$ cat src/rtl/dbus_pkg.sv
// Shared constants for the data-bus router: region codes and pending-read ID encoding.
package dbus_pkg;

  localparam logic [3:0] MEM_BASE  = 4'h0;
  localparam logic [3:0] MMIO_BASE = 4'h8;

  localparam int unsigned MAX_SLV = 8;
  // One code past the largest slave index marks reads the router answers itself.
  localparam int unsigned ID_W    = $clog2(MAX_SLV + 1);

  typedef logic [ID_W-1:0] id_t;

  localparam id_t DECERR_ID = id_t'(MAX_SLV);

endpackage

$ cat src/rtl/dbus_idfifo.sv
// Synchronous FIFO of pending read IDs; push is honoured when full if a pop happens alongside.
module dbus_idfifo
  import dbus_pkg::*;
#(
  parameter int unsigned DEPTH = 2
) (
  input  logic clk,
  input  logic reset,
  input  logic i_push,
  input  logic i_pop,
  input  id_t  i_id,
  output id_t  o_id,
  output logic o_full,
  output logic o_empty
);

  localparam int unsigned PW = (DEPTH > 1) ? $clog2(DEPTH) : 1;
  localparam int unsigned CW = $clog2(DEPTH + 1);

  id_t           r_mem [DEPTH];
  logic [PW-1:0] r_wptr;
  logic [PW-1:0] r_rptr;
  logic [CW-1:0] r_count;
  logic          w_push;
  logic          w_pop;

  function automatic logic [PW-1:0] ptr_next(input logic [PW-1:0] p);
    return (p == PW'(DEPTH - 1)) ? '0 : p + 1'b1;
  endfunction

  assign o_full  = (r_count == CW'(DEPTH));
  assign o_empty = (r_count == '0);
  assign o_id    = r_mem[r_rptr];
  assign w_pop   = i_pop && !o_empty;
  assign w_push  = i_push && (!o_full || w_pop);

  always_ff @(posedge clk) begin
    if (reset) begin
      r_wptr  <= '0;
      r_rptr  <= '0;
      r_count <= '0;
    end else begin
      if (w_push) begin
        r_mem[r_wptr] <= i_id;
        r_wptr        <= ptr_next(r_wptr);
      end
      if (w_pop) begin
        r_rptr <= ptr_next(r_rptr);
      end
      if (w_push && !w_pop) begin
        r_count <= r_count + 1'b1;
      end else if (w_pop && !w_push) begin
        r_count <= r_count - 1'b1;
      end
    end
  end

endmodule

$ cat src/rtl/dbus_router.sv
// Data-bus router: address-decoded write/read fan-out with in-order read response steering.
// Optional DBUS_DECERR_EN: unmapped accesses are answered by the router and set decerr.
module dbus_router
  import dbus_pkg::*;
#(
  parameter int unsigned       NSLV     = 2,
  parameter logic [NSLV*4-1:0] SLV_BASE = {MMIO_BASE, MEM_BASE},
  parameter int unsigned       RD_DEPTH = 2
) (
  input  logic               clk,
  input  logic               reset,
  input  logic               m_wready,
  input  logic [31:0]        m_waddr,
  input  logic [31:0]        m_wdata,
  input  logic [3:0]         m_wstrb,
  output logic               m_wvalid,
  input  logic               m_rready,
  input  logic [31:0]        m_raddr,
  output logic               m_rvalid,
  output logic               m_rresp,
  output logic [31:0]        m_rdata,
  output logic [NSLV-1:0]    s_wready,
  output logic [NSLV-1:0]    s_rready,
  output logic [31:0]        s_waddr,
  output logic [31:0]        s_wdata,
  output logic [3:0]         s_wstrb,
  output logic [31:0]        s_raddr,
  input  logic [NSLV-1:0]    s_wvalid,
  input  logic [NSLV-1:0]    s_rvalid,
  input  logic [NSLV-1:0]    s_rresp,
  input  logic [NSLV*32-1:0] s_rdata,
  output logic               decerr
);

  id_t  w_wdec, w_rdec, w_wid, w_rid, w_head;
  logic w_full, w_empty, w_push, w_pop, w_blocked;

  // Descending scan so the lowest matching index is the one left standing.
  function automatic id_t decode(input logic [3:0] code);
    id_t id;
    id = DECERR_ID;
    for (int i = int'(NSLV) - 1; i >= 0; i--) begin
      if (SLV_BASE[4*i +: 4] == code) id = id_t'(i);
    end
    return id;
  endfunction

  assign w_wdec = decode(m_waddr[31:28]);
  assign w_rdec = decode(m_raddr[31:28]);

`ifdef DBUS_DECERR_EN
  assign w_wid = w_wdec;
  assign w_rid = w_rdec;
`else
  assign w_wid = (w_wdec == DECERR_ID) ? '0 : w_wdec;
  assign w_rid = (w_rdec == DECERR_ID) ? '0 : w_rdec;
`endif

  assign s_waddr = m_waddr;
  assign s_wdata = m_wdata;
  assign s_wstrb = m_wstrb;
  assign s_raddr = m_raddr;

  always_comb begin
    s_wready = '0;
    m_wvalid = 1'b0;
    for (int i = 0; i < int'(NSLV); i++) begin
      if (w_wid == id_t'(i)) begin
        s_wready[i] = m_wready;
        m_wvalid    = s_wvalid[i];
      end
    end
    if (w_wid == DECERR_ID) m_wvalid = m_wready;
  end

  // A response retiring this cycle frees the slot for a new request.
  assign w_blocked = w_full && !w_pop;

  always_comb begin
    s_rready = '0;
    m_rvalid = 1'b0;
    for (int i = 0; i < int'(NSLV); i++) begin
      if (w_rid == id_t'(i)) begin
        s_rready[i] = m_rready && !w_blocked;
        m_rvalid    = s_rvalid[i] && !w_blocked;
      end
    end
    if (w_rid == DECERR_ID) m_rvalid = m_rready && !w_blocked;
  end

  assign w_push = m_rready && m_rvalid;

  always_comb begin
    m_rresp = 1'b0;
    m_rdata = '0;
    if (!w_empty) begin
      for (int i = 0; i < int'(NSLV); i++) begin
        if (w_head == id_t'(i)) begin
          m_rresp = s_rresp[i];
          m_rdata = s_rdata[32*i +: 32];
        end
      end
      if (w_head == DECERR_ID) m_rresp = 1'b1;
    end
  end

  assign w_pop = m_rresp;

  dbus_idfifo #(
    .DEPTH (RD_DEPTH)
  ) u_idfifo (
    .clk     (clk),
    .reset   (reset),
    .i_push  (w_push),
    .i_pop   (w_pop),
    .i_id    (w_rid),
    .o_id    (w_head),
    .o_full  (w_full),
    .o_empty (w_empty)
  );

`ifdef DBUS_DECERR_EN
  logic r_decerr;

  always_ff @(posedge clk) begin
    if (reset) begin
      r_decerr <= 1'b0;
    end else if ((m_wready && w_wid == DECERR_ID) || (w_push && w_rid == DECERR_ID)) begin
      r_decerr <= 1'b1;
    end
  end

  assign decerr = r_decerr;
`else
  assign decerr = 1'b0;
`endif

endmodule

$ cat config.mk
export PLATFORM = sky130hd
export DESIGN_NAME = dbus_router
export DESIGN_NICKNAME = d
export VERILOG_FILES = /design/src/rtl/dbus_pkg.sv /design/src/rtl/dbus_idfifo.sv /design/src/rtl/dbus_router.sv
export SDC_FILE = /design/constraint.sdc
export NUM_CORES = 1
export LEC_CHECK = 0
export CORE_AREA = 2 2 123 125
export CTS_CLUSTER_SIZE = 14
export DETAILED_ROUTE_END_ITERATION = 6
export DIE_AREA = 0 0 125 127
export SLEW_MARGIN = 10
export SYNTH_ARGS = -nofsm -noshare
export SYNTH_HDL_FRONTEND = slang
export SYNTH_SLANG_ARGS = --single-unit
export TNS_END_PERCENT = 1
$ cat constraint.sdc
create_clock -name clk -period 1.95 [get_ports clk]
set_input_delay 0.195 -clock clk [delete_from_list [all_inputs] [get_ports clk]]
set_output_delay 0.195 -clock clk [all_outputs]
set_load 0.005 [all_outputs]
Yosys cells after proc, flatten, opt, wreduce, memory -nomap -nowiden
Memory sizes are Yosys's and may differ from the RTL's. A register that Yosys moved wholly into a read port is not among the register bits.
Index checks and enable logic that the tools add are counted.
- memories kept: 1
- bits in writable memories: 8
- logic and storage cells: 74
- flip-flop bits (word level): 4
- input bits: 174
- memories (memory ; words ; bits a word ; rd ports ; clocked after Yosys merged registers in ; write ports ; line ; source):
    u_idfifo.r_mem ; 2 ; 4 ; 1 ; 1 ; 1 ; dbus_idfifo.sv:20 ; id_t r_mem [DEPTH];
- reduce and logical (&&, ||, !) cells: 23
- eq/ne operators: 11
- add/subtract/negate cells: 4
- multiplexer cells: 32
- operators by type and width (kind ; number):
    $mux W32 ; 3
    $mux W4 ; 6
    $mux W1 ; 21
    $eq A4 B4 Y1 const B ; 5
    $logic_not A4 Y1 ; 5
    $eq A4 B1 Y1 const B ; 3
    $logic_and A1 B1 Y1 ; 9
    $eq A4 B4 Y1 const A ; 2
    $logic_not A1 Y1 ; 6
    $mux W2 ; 2
    $add A1 B1 Y1 const B ; 2
    $add A2 B1 Y2 const B ; 1
    $eq A2 B2 Y1 const B ; 1
    $logic_not A2 Y1 ; 1
    $reduce_bool A2 Y1 ; 1
    $sub A2 B1 Y2 const B ; 1
    $logic_or A1 B1 Y1 ; 1

Longest topological paths before layout
Gate-level depths: netlist of run 1.
- word-level depth: 18
- depth in mapped cells: 8
- gate-level depth less buffers: 8

Modules after synthesis
Synthesis of run 1 repeated with hierarchy kept, for this count alone.
- cells, all modules: 234
- area total of the unflattened synthesis: 1879.3 sq um
- by module, submodules not included (module ; cells each ; times used ; area an instance (sq um)):
    dbus_router ; 195 ; 1 ; 1351.3
    dbus_idfifo ; 39 ; 1 ; 528.0

Worst setup path after synthesis of run 1
Ideal clock, no wire load.
- kind: register to register
- start point: mem u_idfifo.r_mem[0][0] (netlist bit)
- end point: reg u_idfifo.r_count[1]
- stages on the path, launching flop included: 8
- path slack: -0.077 ns
- buffers on the path: 0
- arrival: 1.957 ns
- path through: edfxtp_1 -> nor3_1 -> a211oi_2 -> o311ai_4 -> inv_1 -> ha_1 -> or3_1 -> a21oi_1
- RTL lines (item ; line ; source):
    from (decl) ; dbus_idfifo.sv:20 ;
    to (signal assigned) ; dbus_idfifo.sv:51 ; r_count <= r_count + 1'b1;
    to (signal assigned) ; dbus_idfifo.sv:53 ; r_count <= r_count - 1'b1;
    to (decl) ; dbus_idfifo.sv:23 ; logic [CW-1:0] r_count;

==> metrics.md, run 1 <==
| Metric | Value |
|---|---|
| Fin crit period | 2120 ps |
| Final hold violation count | 0 |
| Layout filler cell count | approximately 1600 |
| Clk pin slew, worst setup/hold paths | roughly 40 ps |
| Layout cells sized above 1 | 0.135 |
| All-Layer GR Usage | 0.0881 |
| Post-route DRC | 0 |
| CTS sink cnt | 9 |
| Sequential share of the synthesized area | 0.122 |
| Starting density of the core | 0.125 |
| Most frequent CP cell | buf_4 |
| Max incr delay on CP | between 300 and 400 ps |
| Pins Over Slew Limit | 0 |
| Site row count | between 40 and 50 |
| Final Net Count | 486 |
| Top-area cell type share of the netlist area | 0.421 |
| Worst path bufs/invs | 3 |
| Most frequent cells in the layout | 96 x clkdlybuf4s50_1, 67 x nand2_1, 33 x a21oi_1 |
| Final HPWL DP | approximately 6200 um |
| Largest net degree at the start of global routing | 22 |
| Multi-input logic area | 845 um^2 |
| Peak supply drop | ~0.00052 V |
| Setup Viol. Count Final | 15 |
| Drt total wl | roughly 7600 um |
| Global-route wire length before repair | 10800 um |
| Critical path required time | roughly 2100 ps |
| Register-to-Register Path Depth | 10 |
| Routability cong. | 0.749 |
| #FFs+latches synth | 9 |
| Setup Crit Path Kind | flip-flop to flip-flop |
| Io pins | approximately 310 |
| Gate Count Post-Synth | around 270 |
| Die Area | between 15000 and 20000 um^2 |
| Maxcap violations | 0 |
| FF-to-FF End | u_idfifo.r_count[1]$_SDFFE_PP0P_ |
| Worst Clk Skew | between 1 and 1.5 ps |
| Failing checks | negative setup slack |
| Area growth from synthesis to layout | 58.0% |
| Critical path arrival | ~2300 ps |
| Worst path depth | 10 |
| # port buffers | around 130 |
| CP Max Fanout | 5 |
| Vias in the first global route | about 1900 |
| Core area | about 14000 um^2 |
| RSZ-0062 raised after global routing | yes |
| Status | finished with violations |
| Num CTS Buffers | 3 |
| Die Width | around 130 um |
| Reg area | approximately 220 um^2 |
| DRT antenna net count | 0 |
| CTS tree | done |
| PwrDens | around 800 nW/um^2 |
| Final global-route overflow total | 0 |
| Drt wl/cell | roughly 15 um |
| 1st-pass router iterations | 4 |
| Cell Chain, Critical Path | buf_4 -> nor3_2 -> a211oi_4 -> buf_4 -> o311ai_4 -> inv_1 -> ha_4 -> xor2_1 -> or3_1 -> a21oi_1 |
| Vias | about 1800 |
| R2R setup slack | -170 ps |
| Max H-tree Level | 1 |
| Tot Pwr | approximately 2.3 mW |
| Die Ht | 127 um |
| Commonest non-fill, non-tap cell in the layout | clkdlybuf4s50_1 |
| P_leak | roughly 1.2 nW |
| CTS max path bufs | 2 |
| DRT iter0 DRCs | 56 |
| Antenna diode count | 0 |
| Hold Path Depth | 0 |
| Worst Hold Class | input port to primary output |
| Critical Path Source Type | flip-flop |
| Ranking of synthesized cells by area | buf_4 42%, nand2_1 14%, a21oi_1 10%, edfxtp_1 6.7%, dfxtp_1 5.6% |
| Max Freq | approximately 470 MHz |
| Hold Crit Start | m_raddr[5] |
| Synth Warn # | 0 |
| CP delay by family, top | simple AND/OR/NAND/NOR gates |
| Initial antenna violation count | 0 |
| Syn_area_per_cell | approximately 6.7 um^2 |
| CP max stage cell | edfxtp_1 |
| Synth cell types | 36 |
| DR vias/cell | roughly 3.7 |
| Hold EP | s_raddr[5] |
| Final period util | 1.09 |
| Final WS setup | -168 ps |
| Min Hold Slack | 390 ps |
| Mapped cell area | roughly 1800 um^2 |
| Yosys top cell by area | buf_4 |
| Hold_buf cts | 0 |
| CP endpoint kind | flip-flop |
| Root buffer cell | clkbuf_16 |
| Latest clock arrival within the worst-skew pair | 230 ps |
| R2r startpoint | u_idfifo.r_mem[0][3]$_DFFE_PP_ |
[cell usage after synthesis]
library cell	count
buf_1	3
and2_1	2
o311ai_4	1
o22ai_1	1
conb_1	1
clkbuf_1	6
nor2b_1	2
a21oi_1	36
inv_1	5
edfxtp_1	4
mux2_4	2
nor4_1	1
a211oi_2	1
a21boi_1	1
nor3b_1	1
xor2_1	2
o221ai_1	2
or3_1	1
buf_2	3
nor4b_1	1
nor4b_4	1
nand2_1	67
o21ai_0	1
nand2b_1	3
nor2_1	5
ha_1	1
and3_1	1
nor3_1	2
o21bai_1	1
mux2_2	1
buf_4	101
o41ai_1	1
o31ai_1	1
o31a_2	1
nand3b_1	1
dfxtp_1	5
[final cells by class]
| type | instances | area share |
|---|---|---|
| Clock buffer | 4 | 0.0277 |
| Inverter | 5 | 0.00660 |
| Multi-Input combinational cell | 144 | 0.297 |
| Sequential cell | 9 | 0.0774 |
| Tap cell | 184 | 0.0810 |
| Timing Repair Buffer | 148 | 0.510 |
[cells by family after synthesis]
| family | after synthesis | share of synthesized area |
|---|---|---|
| buf+inv | 118 | 0.459 |
| simple gates | 88 | 0.217 |
| compound gates | 47 | 0.161 |
| flops | 9 | 0.122 |
| mux | 3 | 0.0229 |
| xor+xnor | 2 | 0.00973 |
| fa+ha+maj | 1 | 0.00695 |
| other cells | 1 | 0.00208 |
[stage by stage]
stage	cells	cell area (um^2)	setup WS, ps	setup TNS [ps]	util
after floorplan	271	1830	8.71	0	-
after global placement	488	2730	-354	-2010	0.189
after detailed placement	488	2730	-396	-2620	0.189
after CTS	494	2830	-183	-1870	0.196
after global routing	494	2840	-301	-3180	0.197
final	494	2840	-168	-1400	0.197
[what timing repair did]
| item | CTS | global route |
|---|---|---|
| buffers inserted | 2 | 0 |
| setup endpoints to repair | 40 | 21 |
| resized for setup | 38 | 10 |
| pin swaps | 4 | 0 |
[power by group]
| group | switching, mW | internal, mW |
|---|---|---|
| clock | 0.0859 | 0.273 |
| sequential | 0.0644 | 0.244 |
| combinational | 0.767 | 0.873 |
| total | 0.918 | 1.39 |
[worst max path at each step]
stage,start,endpoint,slack (ps)
after CTS,u_idfifo.r_mem[0][3]$_DFFE_PP_,u_idfifo.r_count[1]$_SDFFE_PP0P_,-180
after global routing,u_idfifo.r_mem[0][3]$_DFFE_PP_,u_idfifo.r_count[1]$_SDFFE_PP0P_,-300
after floorplan,u_idfifo.r_mem[0][0]$_DFFE_PP_,u_idfifo.r_count[1]$_SDFFE_PP0P_,9
final,u_idfifo.r_mem[0][3]$_DFFE_PP_,u_idfifo.r_count[1]$_SDFFE_PP0P_,-170
after detailed placement,m_raddr[29],u_idfifo.r_count[1]$_SDFFE_PP0P_,-400
after global placement,m_raddr[29],u_idfifo.r_count[1]$_SDFFE_PP0P_,-350
[routing by layer]
metal	up-vias	GRT usage	routed length [um]
met2	182	0.150	3590
met5	-	0	0
met4	0	0.0366	261
li1	852	-	-
met3	31	0.0791	1530
met1	768	0.0716	2180
No activity file was read; power rests on OpenSTA's default activity.
==> inputs of run 2 (changes only) <==
Settings changed: CORE_AREA 2 2 123 125 to 2 2 122 124, DIE_AREA 0 0 125 127 to 0 0 124 126.
Clock period 1.95 ns to 2.6 ns, I/O delays scaled along.
==> metrics.md, run 2 (synthesis results as in run 1) <==
| Metric | Value |
|---|---|
| Max H-tree Level | 1 (unchanged) |
| Critical Path Source Type | input port (was flip-flop) |
| 1st-pass router iterations | 4 (unchanged) |
| Clk pin slew, worst setup/hold paths | 40 ps (about the same) |
| Worst path bufs/invs | 2 (was 3) |
| PwrDens | 605 nW/um^2 (was 811 nW/um^2) |
| Max Freq | 408 MHz |
| Die Area | 15600 um^2 (was 15900 um^2) |
| Site row count | 44 (unchanged) |
| Layout cells sized above 1 | 0.0640 (was 0.135) |
| Die Width | 124 um (was 125 um) |
| Hold_buf cts | 0 (unchanged) |
| Antenna diode count | 0 (unchanged) |
| Post-CTS Resized | 0 (was 38) |
| Drt total wl | 7410 um (was 7560 um) |
| Drt wl/cell | 15.4 um (was 15.3 um) |
| DRT iter0 DRCs | 34 (was 56) |
| CP max stage cell | clkdlybuf4s50_1 (was edfxtp_1) |
| Final HPWL DP | 6190 um (was 6240 um) |
| Pins Over Slew Limit | 0 (unchanged) |
| CTS max path bufs | 2 (unchanged) |
| Status | finished, final reports clean (was finished with violations) |
| Post-route DRC | 0 (unchanged) |
| Initial antenna violation count | 0 (unchanged) |
| R2r startpoint | u_idfifo.r_mem[0][3]$_DFFE_PP_ (unchanged) |
| Critical path required time | 2340 ps (was 2110 ps) |
| # port buffers | 128 (unchanged) |
| Most frequent CP cell | clkdlybuf4s50_1 (was buf_4) |
| Io pins | 314 (unchanged) |
| DR vias/cell | 3.69 (was 3.71) |
| Final global-route overflow total | 0 (unchanged) |
| Worst Clk Skew | 1.32 ps (was 1.01 ps) |
| Area growth from synthesis to layout | 47.9% (was 58.0%) |
| Register-to-Register Path Depth | 6 (was 10) |
| Worst Hold Class | flip-flop to flip-flop (was input port to primary output) |
| Max incr delay on CP | 530 ps (was 370 ps) |
| Worst Max-Slew Pin Slew | between 500 and 600 ps |
| Hold Path Depth | 2 (was 0) |
| Largest net degree at the start of global routing | 23 (was 22) |
| Critical path arrival | 2190 ps (was 2280 ps) |
| Max layer used | met4 (unchanged) |
| DRT met1 WL | 2220 um (was 2180 um) |
| Final TNS setup | 0 ps (was -1400 ps) |
| Root buffer cell | clkbuf_16 (unchanged) |
| Setup Viol. Count Final | 0 (was 15) |
| Vias | 1777 (was 1833) |
| CTS tree | done (unchanged) |
| Met2 wire length | 3470 um (was 3590 um) |
| Setup Crit Path Kind | input port to primary output (was flip-flop to flip-flop) |
| Fin crit period | between 2000 and 2500 ps |
| Num CTS Buffers | 3 (unchanged) |
| P_leak | 0.970 nW (was 1.23 nW) |
| Peak supply drop | 0.000298 V (was 0.000518 V) |
| Final period util | 0.942 |
| RSZ-0062 raised after global routing | no (was yes) |
| CP endpoint kind | primary output (was flip-flop) |
| All-Layer GR Usage | 0.0834 (was 0.0881) |
| Hold Crit Start | u_idfifo.r_rptr$_SDFFE_PP0P_ (was m_raddr[5]) |
| Slew headroom | 0.632 |
| Commonest non-fill, non-tap cell in the layout | clkdlybuf4s50_1 (unchanged) |
| Routability cong. | 0.681 (was 0.749) |
| Vias in the first global route | 1701 (was 1929) |
| Pre-CTS setup slack | 63.9 ps (was -396 ps) |
| DRT antenna net count | 0 (unchanged) |
| CP delay by family, top | buffers and inverters (was simple AND/OR/NAND/NOR gates) |
| CTS sink cnt | 9 (unchanged) |
| Die Ht | 126 um (was 127 um) |
| Final Net Count | 473 (was 486) |
| FF-to-FF End | u_idfifo.r_count[1]$_SDFFE_PP0P_ (unchanged) |
| Postcts setup bufs | 0 (was 2) |
| Final WS setup | 151 ps (was -168 ps) |
| WL met3 | 1560 um (was 1530 um) |
| Final hold violation count | 0 (unchanged) |
| Cell Chain, Critical Path | clkdlybuf4s50_1 -> nand3b_1 -> a21boi_1 -> o31ai_1 -> nor2_1 -> clkdlybuf4s50_1 (was buf_4 -> nor3_2 -> a211oi_4 -> buf_4 -> o311ai_4 -> inv_1 -> ha_4 -> xor2_1 -> or3_1 -> a21oi_1) |
| CP Max Fanout | 5 (unchanged) |
| Starting density of the core | 0.126 (was 0.125) |
| R2R setup slack | 380 ps (was -170 ps) |
| Most frequent cells in the layout | 128 x clkdlybuf4s50_1, 67 x nand2_1, 36 x a21oi_1 (was 96 x clkdlybuf4s50_1, 67 x nand2_1, 33 x a21oi_1) |
| Global-route wire length before repair | 9650 um (was 10800 um) |
| Core area | 14300 um^2 (was 14400 um^2) |
| Latest clock arrival within the worst-skew pair | 230 ps (about the same) |
| Maxcap violations | 0 (unchanged) |
[run 2: changes by cell type in the layout (fill, tap and decap cells not counted), moves of 3 or more]
cell             change
a21oi_1              +3
a21oi_2              -3
buf_12               -3
buf_4                -7
clkdlybuf4s50_1     +32
dlygate4sd2_1       -26
dlymetal6s2s_1       -4
[run 2: cell type report]
| type | count | area, um^2 |
|---|---|---|
| sequential | 9 | 221 |
| fill | 1611 | 11700 |
| inverter | 5 | 18.8 |
| clock buffer | 4 | 78.8 |
| tap | 184 | 230 |
| timing repair buffer | 135 | 1330 |
| multi-input combinational | 144 | 779 |
[run 2: layer usage]
metal  vias up  global-route usage
met1       759              0.0664
met2       174               0.147
met5         -                   0
li1        822                   -
met3        22              0.0734
met4         0              0.0258
[run 2: power breakdown]
group          internal (mW)  leakage [nW]  switching [mW]
Sequential             0.184        0.0783          0.0609
Combinational          0.591         0.854           0.506
Clock                  0.205        0.0382          0.0630
[run 2: worst register-to-register path, stage by stage, from the launching register on]
cell and delay [ps]:
edfxtp_1 420, nand2b_1 180, a211oi_2 470, o22ai_1 200, ha_1 370, or3_1 380, a21oi_1 140
[run 2: metrics by stage]
stage                     hold slack, ps   util  instance area [um^2]  std cells  power (mW)
final                                487  0.186                  2660        481        1.61
after floorplan                      463      -                  1810        271       0.835
after global routing                 520  0.186                  2660        481        1.75
after global placement               485  0.180                  2580        477        1.35
after detailed placement             486  0.180                  2580        477        1.36
after CTS                            492  0.186                  2660        481        1.64
[run 2: worst max-delay path by stage]
stage                                   start                                to  slack [ps]  cells past startpoint
6_report                           s_rresp[1]                       s_rready[0]         150                      6
2_1_floorplan  u_idfifo.r_mem[0][0]$_DFFE_PP_  u_idfifo.r_count[1]$_SDFFE_PP0P_         570                      7
5_1_grt                            s_rresp[1]                       s_rready[0]          10                      6
3_3_place_gp                      m_raddr[29]  u_idfifo.r_count[1]$_SDFFE_PP0P_         130                      8
3_5_place_dp                       s_rresp[1]  u_idfifo.r_count[1]$_SDFFE_PP0P_          60                      7
4_1_cts                             flip-flop                       m_rdata[29]          80                      6
==> inputs of run 3 (changes only) <==
Settings changed: GPL_ROUTABILITY_DRIVEN set to 0, SKIP_LAST_GASP set to 1.
==> results of run 3 <==
Same layout as run 2: the final DEF is identical, and so are final timing and power.
